File: config.mk
export PLATFORM = sky130hd
export DESIGN_NAME = mvm_accum_ctrl
export DESIGN_NICKNAME = d
export VERILOG_FILES = /design/src/rtl/mvm_accum_ctrl.sv
export SDC_FILE = /design/constraint.sdc
export NUM_CORES = 1
export LEC_CHECK = 0
export ABC_AREA = 1
export BUFFER_PORTS_ARGS = -buffer_cell sky130_fd_sc_hd__buf_2
export CAP_MARGIN = 0
export CORE_ASPECT_RATIO = 1.75
export CORE_MARGIN = 2
export CORE_UTILIZATION = 30
export DETAILED_ROUTE_END_ITERATION = 7
export PLACE_DENSITY = 0.57
export SLEW_MARGIN = 20
export SYNTH_ARGS = -nofsm -noshare
export SYNTH_HDL_FRONTEND = slang
export SYNTH_SLANG_ARGS = --single-unit
export TNS_END_PERCENT = 50
File: constraint.sdc
create_clock -name clk -period 2.6 [get_ports clk]
set_input_delay 0 -clock clk [delete_from_list [all_inputs] [get_ports clk]]
set_output_delay 0 -clock clk [all_outputs]
set_load 0.05 [all_outputs]
File: src/rtl/mvm_accum_ctrl.sv
// mvm_accum_ctrl: sequencer for one MVM lane.
// It walks an R x C tiled matrix-vector job one beat per cycle, issuing vector and
// matrix read addresses. It sends delay-matched valid/first/last to the accumulator
// and writes each returned row result to the output buffer.
// Optional busy-cycle performance counter: define MVM_CTRL_PERF_EN.
module mvm_accum_ctrl #(
    parameter int ROWW     = 8,
    parameter int CHUNKW   = 8,
    parameter int VADDRW   = 8,
    parameter int MADDRW   = 16,
    parameter int OADDRW   = 8,
    parameter int PIPE_LAT = 2
) (
    input  logic              clk,
    input  logic              rst,
    input  logic              start,
    input  logic [ROWW-1:0]   num_rows,
    input  logic [CHUNKW-1:0] num_chunks,
    output logic              busy,
    output logic              done,
    output logic              mem_rd_en,
    output logic [VADDRW-1:0] vec_raddr,
    output logic [MADDRW-1:0] mat_raddr,
    output logic              accum_ivalid,
    output logic              accum_first,
    output logic              accum_last,
    input  logic              accum_ovalid,
    output logic              obuf_we,
    output logic [OADDRW-1:0] obuf_waddr,
    output logic [31:0]       cycle_count
);

    typedef enum logic [1:0] {
        S_IDLE  = 2'd0,
        S_RUN   = 2'd1,
        S_DRAIN = 2'd2,
        S_DONE  = 2'd3
    } state_t;

    state_t r_state;
    state_t w_next;

    // Latched job shape and walk counters
    logic [ROWW-1:0]   r_num_rows;
    logic [CHUNKW-1:0] r_num_chunks;
    logic [ROWW-1:0]   r_row;
    logic [CHUNKW-1:0] r_chunk;
    logic [MADDRW-1:0] r_maddr;
    logic [ROWW-1:0]   r_ret_cnt;

    // Beat-side control delay line; the last stage drives the accumulator
    logic [PIPE_LAT-1:0] r_dl_vld;
    logic [PIPE_LAT-1:0] r_dl_first;
    logic [PIPE_LAT-1:0] r_dl_last;

    logic w_busy;
    logic w_done;
    logic w_mem_rd_en;
    logic w_active;
    logic w_accept;
    logic w_empty_job;
    logic w_last_beat;
    logic w_row_end;
    logic w_first_in;
    logic w_last_in;
    logic w_obuf_we;
    logic w_all_returned;
    logic w_final_return;

    assign w_accept    = (r_state == S_IDLE) && start;
    assign w_empty_job = (num_rows == '0) || (num_chunks == '0);
    assign w_row_end   = (r_chunk == r_num_chunks - 1'b1);
    assign w_last_beat = w_row_end && (r_row == r_num_rows - 1'b1);

    // A beat's first/last flags follow its chunk position within the row
    assign w_first_in = w_mem_rd_en && (r_chunk == '0);
    assign w_last_in  = w_mem_rd_en && w_row_end;

    // Results are accepted only while a job is live and rows remain outstanding
    assign w_all_returned = (r_ret_cnt == r_num_rows);
    assign w_obuf_we      = accum_ovalid && w_active && !w_all_returned;
    assign w_final_return = w_obuf_we && (r_ret_cnt == r_num_rows - 1'b1);

    // State register
    always_ff @(posedge clk) begin
        if (!rst) begin
            r_state <= S_IDLE;
        end else begin
            r_state <= w_next;
        end
    end

    // Next-state logic
    always_comb begin
        w_next = r_state;
        case (r_state)
            S_IDLE: begin
                if (start) begin
                    w_next = w_empty_job ? S_DONE : S_RUN;
                end
            end
            S_RUN: begin
                if (w_last_beat) begin
                    w_next = S_DRAIN;
                end
            end
            S_DRAIN: begin
                if (w_all_returned || w_final_return) begin
                    w_next = S_DONE;
                end
            end
            S_DONE: begin
                w_next = S_IDLE;
            end
            default: begin
                w_next = S_IDLE;
            end
        endcase
    end

    // State-decoded outputs
    always_comb begin
        w_busy      = 1'b0;
        w_done      = 1'b0;
        w_mem_rd_en = 1'b0;
        w_active    = 1'b0;
        case (r_state)
            S_IDLE: begin
                w_busy = 1'b0;
            end
            S_RUN: begin
                w_busy      = 1'b1;
                w_mem_rd_en = 1'b1;
                w_active    = 1'b1;
            end
            S_DRAIN: begin
                w_busy   = 1'b1;
                w_active = 1'b1;
            end
            S_DONE: begin
                w_busy = 1'b1;
                w_done = 1'b1;
            end
            default: begin
                w_busy = 1'b0;
            end
        endcase
    end

    // Job latch, row/chunk walk, running matrix address and return count
    always_ff @(posedge clk) begin
        if (!rst) begin
            r_num_rows   <= '0;
            r_num_chunks <= '0;
            r_row        <= '0;
            r_chunk      <= '0;
            r_maddr      <= '0;
            r_ret_cnt    <= '0;
        end else begin
            if (w_accept) begin
                r_num_rows   <= num_rows;
                r_num_chunks <= num_chunks;
                r_row        <= '0;
                r_chunk      <= '0;
                r_maddr      <= '0;
                r_ret_cnt    <= '0;
            end else if (w_mem_rd_en) begin
                r_maddr <= r_maddr + 1'b1;
                if (w_row_end) begin
                    r_chunk <= '0;
                    r_row   <= r_row + 1'b1;
                end else begin
                    r_chunk <= r_chunk + 1'b1;
                end
            end
            if (w_obuf_we) begin
                r_ret_cnt <= r_ret_cnt + 1'b1;
            end
        end
    end

    // Delay line aligning beat flags with the dot-product pipe latency
    always_ff @(posedge clk) begin
        if (!rst) begin
            r_dl_vld   <= '0;
            r_dl_first <= '0;
            r_dl_last  <= '0;
        end else begin
            r_dl_vld[0]   <= w_mem_rd_en;
            r_dl_first[0] <= w_first_in;
            r_dl_last[0]  <= w_last_in;
            for (int i = 1; i < PIPE_LAT; i++) begin
                r_dl_vld[i]   <= r_dl_vld[i-1];
                r_dl_first[i] <= r_dl_first[i-1];
                r_dl_last[i]  <= r_dl_last[i-1];
            end
        end
    end

`ifdef MVM_CTRL_PERF_EN
    logic [31:0] r_cycle_count;

    // Busy-cycle counter: clears on an accepted start, saturates, holds while idle
    always_ff @(posedge clk) begin
        if (!rst) begin
            r_cycle_count <= '0;
        end else if (w_accept) begin
            r_cycle_count <= '0;
        end else if (w_busy && (r_cycle_count != 32'hFFFF_FFFF)) begin
            r_cycle_count <= r_cycle_count + 32'd1;
        end
    end

    assign cycle_count = r_cycle_count;
`else
    assign cycle_count = 32'd0;
`endif

    assign busy         = w_busy;
    assign done         = w_done;
    assign mem_rd_en    = w_mem_rd_en;
    assign vec_raddr    = VADDRW'(r_chunk);
    assign mat_raddr    = r_maddr;
    assign accum_ivalid = r_dl_vld[PIPE_LAT-1];
    assign accum_first  = r_dl_first[PIPE_LAT-1];
    assign accum_last   = r_dl_last[PIPE_LAT-1];
    assign obuf_we      = w_obuf_we;
    assign obuf_waddr   = OADDRW'(r_ret_cnt);

endmodule

==> results.json, run 1 <==
{
  "grt_max_degree": 30,
  "finalCriticalPeriod_ns": 2.24,
  "io_buffer_count": 58,
  "n_antenna_cell": 0,
  "worst_slack_ns": 0.360,
  "die_area_um2": 13900,
  "routed_wirelength_mm": 10.3,
  "antenna_left": 0,
  "start_util_pct": 30.4,
  "dp.cells": 801,
  "layout.cells.non_filler": 831,
  "drt_iter0_drc": 196,
  "fin_crit_sh_pct": 86.2,
  "synth_cell_types": 38,
  "setup-violations-final": 0,
  "cp.required_ns": 2.82,
  "chipWidth_um": 90.0,
  "ir_drop_v": 0.000336,
  "h-tree-depth": 3,
  "gr-total-overflow": 0,
  "ys_ff_latch": 64,
  "routed-via-count": 3787,
  "synth_top_cell_area_share_pct": 33.0,
  "worst_hold_path_type": "primary input to register",
  "grt_pass1_vias": 3656,
  "power_density_nw_per_um2": 882,
  "cpPeakStageDelay_ns": 0.31,
  "final.setup.tns_ns": 0,
  "dp.final_hpwl_mm": 8.10,
  "grt_pass1_wl_mm": 16.9,
  "cts_resized": 0,
  "crit_type": "register to register",
  "leakage_nw": 2.16,
  "yosysSeqAreaShare_pct": 33.0,
  "yosysTopAreaCell": "dfxtp_1",
  "worstMarginPinSlew_ns": 0.568,
  "syn_inst": 578,
  "end_kind": "register",
  "hold_viol": 0,
  "die_h_um": 155,
  "clk_pin_slew_ns": 0.05,
  "ys_warn_count": 0,
  "status": "finished, final reports clean",
  "clock_latency_ns": 0.34,
  "fin_skew_ns": 0.00569,
  "io_pins": 91,
  "synth_area_um2": 3880,
  "place_ws_ns": 0.357,
  "cts_tree": "built",
  "fin_nets": 688,
  "drc_errors": 0,
  "cap_violations": 0,
  "coreArea_um2": 12800,
  "grt_setup_unrepaired": "false",
  "clockBufferDepth": 2,
  "crit_chain": "inv_1 -> ha_1 -> inv_1 -> nand2_1 -> nand2_1 -> nand2_1 -> nand3_1 -> nor2_1 -> nand3_1 -> nor2_4 -> nand2_2 -> nand2_2 -> inv_1 -> o21a_1",
  "slowest_stage": "dfxtp_1",
  "place_congestion": 0.898,
  "first_pass_iters": 4,
  "synth.avg_cell_area_um2": 6.72,
  "max_slew_margin_pct": 61.8,
  "cts.sinks": 64,
  "cts_root_buf": "clkbuf_16",
  "avgRoutedWirePerCell_um": 12.4,
  "grt_use_total_pct": 15.2,
  "antenna_found_initial": 0,
  "cts_made_buffers": 9,
  "final-max-slew-violation-count": 0,
  "cp_max_fo": 13,
  "cp.arrival_ns": 2.46,
  "drive_gt1_share_pct": 15.6,
  "synth_area_leaders": "dfxtp_1, nand2_1, inv_1",
  "max_freq_mhz": 446,
  "worst_setup_path_start_kind": "register",
  "synthToLayoutAreaGrowth_pct": 20.6,
  "viasPerCell": 4.56,
  "rows": 55
}
==> final timing paths <==
kind | startpoint | end | slack (ns) | cells past startpoint
hold reg to reg | r_dl_vld[0] | r_dl_vld[1] | 0.41 | 2
setup / recovery | r_num_chunks[0] | r_row[5] | 0.36 | 14
setup reg to reg | r_num_chunks[0] | r_row[5] | 0.36 | 14
hold / removal | num_rows[5] | r_num_rows[5] | 0.03 | 3
==> report_power, final <==
part           switching, mW  total (mW)  leakage, nW  internal [mW]
logic                   1.23        1.78         1.50          0.555
registers              0.133        1.23        0.520           1.09
clock network          0.435        1.12        0.134          0.688
total                   1.80        4.14         2.16           2.34
==> stage by stage <==
stage	instance area [um2]	power (mW)	utilization [%]	hold slack [ns]
after global placement	4260	2.99	33.3	0.282
after detailed placement	4260	3.01	33.3	0.286
final	4690	4.14	36.6	0.0257
after global routing	4690	4.44	36.6	0.0417
after floorplan	4000	2.65	-	0.116
after CTS	4690	4.17	36.6	0.0170
==> state kept, by name (all words and copies together) (netlist names) <==
register and cells:
mat_raddr 16, obuf_waddr 8, r_num_chunks 8, r_num_rows 8, r_row 8, vec_raddr 8
r_dl_first 2, r_dl_last 2, r_dl_vld 2, r_state 2
==> metal layers <==
layer  vias to the layer above  global-route usage (%)  part of all wire [%]
met3                        33                    2.68                   4.0
met1                      1703                    14.3                    36
met5                         -                       0                     0
met4                         0                    10.4                   4.8
met2                       115                    29.4                    55
li1                       1936                       -                     -
==> synth_stat cells <==
| master | count |
|---|---|
| nand2_2 | 3 |
| a21oi_1 | 45 |
| xnor2_1 | 13 |
| nor2_4 | 4 |
| o21ai_1 | 4 |
| nor2_2 | 7 |
| conb_1 | 1 |
| dfxtp_1 | 64 |
| ha_1 | 12 |
| xor2_1 | 9 |
| buf_6 | 1 |
| clkbuf_1 | 9 |
| nand4_1 | 9 |
| o21a_1 | 3 |
| a31o_2 | 1 |
| nor3_1 | 10 |
| buf_2 | 2 |
| nand2_1 | 130 |
| nand3b_1 | 3 |
| clkinv_1 | 1 |
| a211oi_1 | 1 |
| nand2_4 | 1 |
| and2_1 | 1 |
| and3_1 | 1 |
| nor4_1 | 6 |
| or2_0 | 1 |
| a21oi_2 | 2 |
| nand4_2 | 1 |
| o21ai_2 | 1 |
| nand3_2 | 1 |
| o22ai_1 | 1 |
| buf_4 | 32 |
| inv_1 | 73 |
| nand3_1 | 37 |
| o21ai_0 | 27 |
| inv_2 | 3 |
| nor2_1 | 57 |
| a21boi_0 | 1 |
==> placed cells by master, fill, tap and decap left out, drive strengths merged, types with 3 or more instances in the layout <==
master / count
inv: 76
o21a: 3
nor3: 10
nor2: 68
clkbuf: 12
dlygate4sd3: 15
nand3b: 3
nand3: 38
nand2: 134
o21ai: 32
conb: 32
xnor2: 13
xor2: 9
nor4: 6
dfxtp: 64
a21oi: 47
clkinv: 3
nand4: 10
ha: 12
buf: 65
==> cell type report <==
type / count / area [um2]
tap: 171 / 214
clock inverter: 3 / 17.5
clock buffer: 12 / 256
sequential: 64 / 1280
multi-input combinational: 424 / 2140
inverter: 77 / 289
fill: 1433 / 8110
timing repair buffer: 80 / 493
==> kinds of logic (layout without fill, tap and decap cells) <==
| logic type | count (synthesis) | after routing | synth area share [%] |
|---|---|---|---|
| other | 1 | 32 | 0.0965 |
| AO/OA/AOI/OAI | 86 | 86 | 11.8 |
| XOR/XNOR | 22 | 22 | 4.96 |
| flip-flops | 64 | 64 | 33.0 |
| adder cells (fa/ha/maj) | 12 | 12 | 3.86 |
| buffers and inverters | 121 | 172 | 15.0 |
| AND/OR/NAND/NOR | 272 | 272 | 31.2 |
==> worst max-delay path, delay by kind of cell (launching register included) <==
family                   cells  cell delay [ns]
AO/OA/AOI/OAI                1             0.17
adder cells (fa/ha/maj)      1             0.30
buffers and inverters        3             0.36
flip-flops                   1             0.31
AND/OR/NAND/NOR              9             0.98
==> repair_timing <==
action | in CTS | in global routing
hold endpoints to repair | 14 | 0
setup buffers | 0 | 0
hold buffers | 15 | 0
No activity file was read; power rests on OpenSTA's default activity.
==> run 2, diff against run 1 <==
--- a/config.mk
+++ b/config.mk
@@ -5,7 +5,6 @@
 export SDC_FILE = /design/constraint.sdc
 export NUM_CORES = 1
 export LEC_CHECK = 0
-export ABC_AREA = 1
 export BUFFER_PORTS_ARGS = -buffer_cell sky130_fd_sc_hd__buf_2
 export CAP_MARGIN = 0
 export CORE_ASPECT_RATIO = 1.75
==> run 2 against run 1 <==
Net effect:
- global-route usage shrank 1.3 points
- via count down 15%
- worst setup slack got worse by 0.15 ns
- non-clock buffer count is 3 higher
- sequential power decreased by 5%
- core utilization is 1.4 points higher
- largest power group is now clock
- hold slack improved by 0.079 ns
- critical path type unchanged
- sequential share of layout area is 0.59 points higher
==> results.json, run 2 <==
{
  "clk_pin_slew_ns": 0.06,
  "syn_inst": 450,
  "chipWidth_um": 88.2,
  "drc_errors": 0,
  "design_area_um2": 4590,
  "reg2reg_slack_ns": 0.21,
  "drt_iter0_drc": 123,
  "dp.cells": 661,
  "io_buffer_count": 58,
  "cp.required_ns": 2.80,
  "yosysSeqAreaShare_pct": 34.4,
  "end_kind": "register",
  "mostFrequentLayoutCells": "dfxtp_1, buf_2, nand2_1",
  "cap_violations": 0,
  "ys_warn_count": 0,
  "cp_max_fo": 6,
  "dp.final_hpwl_mm": 6.75,
  "cp_common_cell": "or4_1",
  "dpl-instance-area_um2": 4080,
  "place_congestion": 0.941,
  "max_freq_mhz": 418,
  "cp.arrival_ns": 2.59,
  "yosysTopAreaCell": "dfxtp_1",
  "cts_tree": "built",
  "layout_commonest_cell": "dfxtp_1",
  "whs_path_depth": 3,
  "r2r-end": "r_state[0]",
  "grt_max_degree": 34,
  "grt_setup_unrepaired": "false",
  "synth_common_cells": "dfxtp_1, nand2_1, nor2_1, xnor2_1, buf_4",
  "grt_pass1_vias": 2986,
  "final.setup.tns_ns": 0,
  "cts_root_buf": "clkbuf_16",
  "grt_use_total_pct": 13.9,
  "synthToLayoutAreaGrowth_pct": 23.4,
  "antenna_left": 0,
  "routed_wirelength_mm": 8.92,
  "cpPeakStageDelay_ns": 0.58,
  "synth_area_leaders": "dfxtp_1, xnor2_1, buf_4",
  "cts_made_buffers": 9,
  "antenna_found_initial": 0,
  "die_h_um": 151,
  "layout.cells.non_filler": 693,
  "fin_nets": 555,
  "cts.sinks": 64,
  "synth_top_cell_area_share_pct": 34.4,
  "h-tree-depth": 3,
  "hold_viol": 0,
  "routed-via-count": 3203,
  "synth_cell_types": 49,
  "synth_flop_cell": "dfxtp_1",
  "viasPerCell": 4.62,
  "start_util_pct": 30.8,
  "avgRoutedWirePerCell_um": 12.9,
  "ir_drop_v": 0.000329,
  "slowest_stage": "or4_1",
  "first_pass_iters": 4,
  "io_pins": 91,
  "min-delay-start": "start",
  "drive_gt1_share_pct": 17.0,
  "worst_setup_path_start_kind": "register",
  "rows": 53,
  "n_antenna_cell": 0,
  "whs_endpoint": "r_state[1]",
  "final-max-slew-violation-count": 0,
  "synth.avg_cell_area_um2": 8.27,
  "coreArea_um2": 12100,
  "synth_area_um2": 3720,
  "clock_latency_ns": 0.33,
  "synth-edff-count": 0,
  "setup-violations-final": 0,
  "clockBufferDepth": 2,
  "cts_setup_buffers": 0,
  "power_density_nw_per_um2": 831,
  "max_slew_margin_pct": 59.8,
  "worst_hold_path_type": "primary input to register",
  "reg2reg_from": "r_num_rows[0]",
  "gr-total-overflow": 0,
  "postSynth.asyncResetShare_pct": 0,
  "die_area_um2": 13300,
  "worstMarginPinSlew_ns": 0.602,
  "status": "finished, final reports clean",
  "reg2reg_depth": 7,
  "synth.most_common_cell": "dfxtp_1",
  "crit_chain": "or4_1 -> or4_1 -> xnor2_1 -> nand3_1 -> o31ai_1 -> o221ai_2 -> mux2i_1",
  "fin_crit_sh_pct": 92.0,
  "crit_type": "register to register",
  "leakage_nw": 1.87,
  "grt_pass1_wl_mm": 14.4,
  "largest_reg_flops": 16,
  "ys_ff_latch": 64,
  "fin_skew_ns": 0.00740,
  "finalCriticalPeriod_ns": 2.39
}
run 2: cell families after synthesis:
| logic type | count (synthesis) | share of synthesized area (%) |
|---|---|---|
| adder cells (fa/ha/maj) | 12 | 4.03 |
| other | 1 | 0.101 |
| XOR/XNOR | 59 | 13.9 |
| AND/OR/NAND/NOR | 181 | 24.4 |
| flip-flops | 64 | 34.4 |
| buffers and inverters | 64 | 9.78 |
| multiplexers | 6 | 1.61 |
| AO/OA/AOI/OAI | 63 | 11.7 |
run 2: what timing repair did:
item | in CTS | in global routing
endpoints found under the hold margin | 16 | 0
gates resized for setup | 0 | 4
hold buffers | 16 | 0
setup endpoints to repair | 0 | 8
run 2: per-stage QoR:
step / util (%) / hold WS (ns) / power, mW / setup WS, ns
3_3_place_gp: 33.8 / 0.266 / 2.43 / 0.215
5_1_grt: 38.0 / 0.109 / 4.03 / 0.0389
2_1_floorplan: - / 0.145 / 2.20 / 0.00331
3_5_place_dp: 33.8 / 0.277 / 2.46 / 0.0835
6_report: 38.0 / 0.104 / 3.82 / 0.209
4_1_cts: 37.9 / 0.157 / 3.83 / 0.0688
run 2: layer usage:
layer	vias to the layer above	share of wire [%]	track usage (%)	wire length [um]
li1	1605	-	-	-
met1	1488	40	15.3	3550
met2	95	53	24.9	4760
met3	15	4.5	3.27	397
met4	0	2.4	5.91	213
met5	-	0	0	0
run 2: how the worst max path moves through the flow:
stage | endpoint | start
floorplan | r_row[6] | vec_raddr[6]
global placement | r_state[1] | r_num_chunks[1]
detailed placement | r_state[0] | r_num_chunks[1]
CTS | r_state[0] | r_num_chunks[1]
global route | r_state[0] | r_num_chunks[1]
finish | r_state[0] | r_num_rows[0]
run 2: area by class of cell:
| cell class | instances | area (um2) |
|---|---|---|
| Fill cell | 1264 | 7480 |
| Multi-Input combinational cell | 353 | 2210 |
| Sequential cell | 64 | 1280 |
| Timing Repair Buffer | 83 | 518 |
| Clock buffer | 14 | 274 |
| Tap cell | 165 | 206 |
| Clock inverter | 2 | 60.1 |
| Inverter | 12 | 45.0 |
run 2: worst max-delay path, delay by kind of cell, from the launching register on:
family / cells / cell delay, ns
muxes: 1 / 0.15
and+or+nand+nor: 3 / 1.14
AOI/OAI and AO/OA: 2 / 0.42
DFF: 1 / 0.37
xor gates and xnor gates: 1 / 0.18
run 2: power breakdown:
group / internal, mW / leakage [nW] / switching [mW] / total (mW)
sequential: 1.06 / 0.519 / 0.108 / 1.17
combinational: 0.465 / 1.19 / 0.831 / 1.30
clock: 0.919 / 0.163 / 0.427 / 1.35
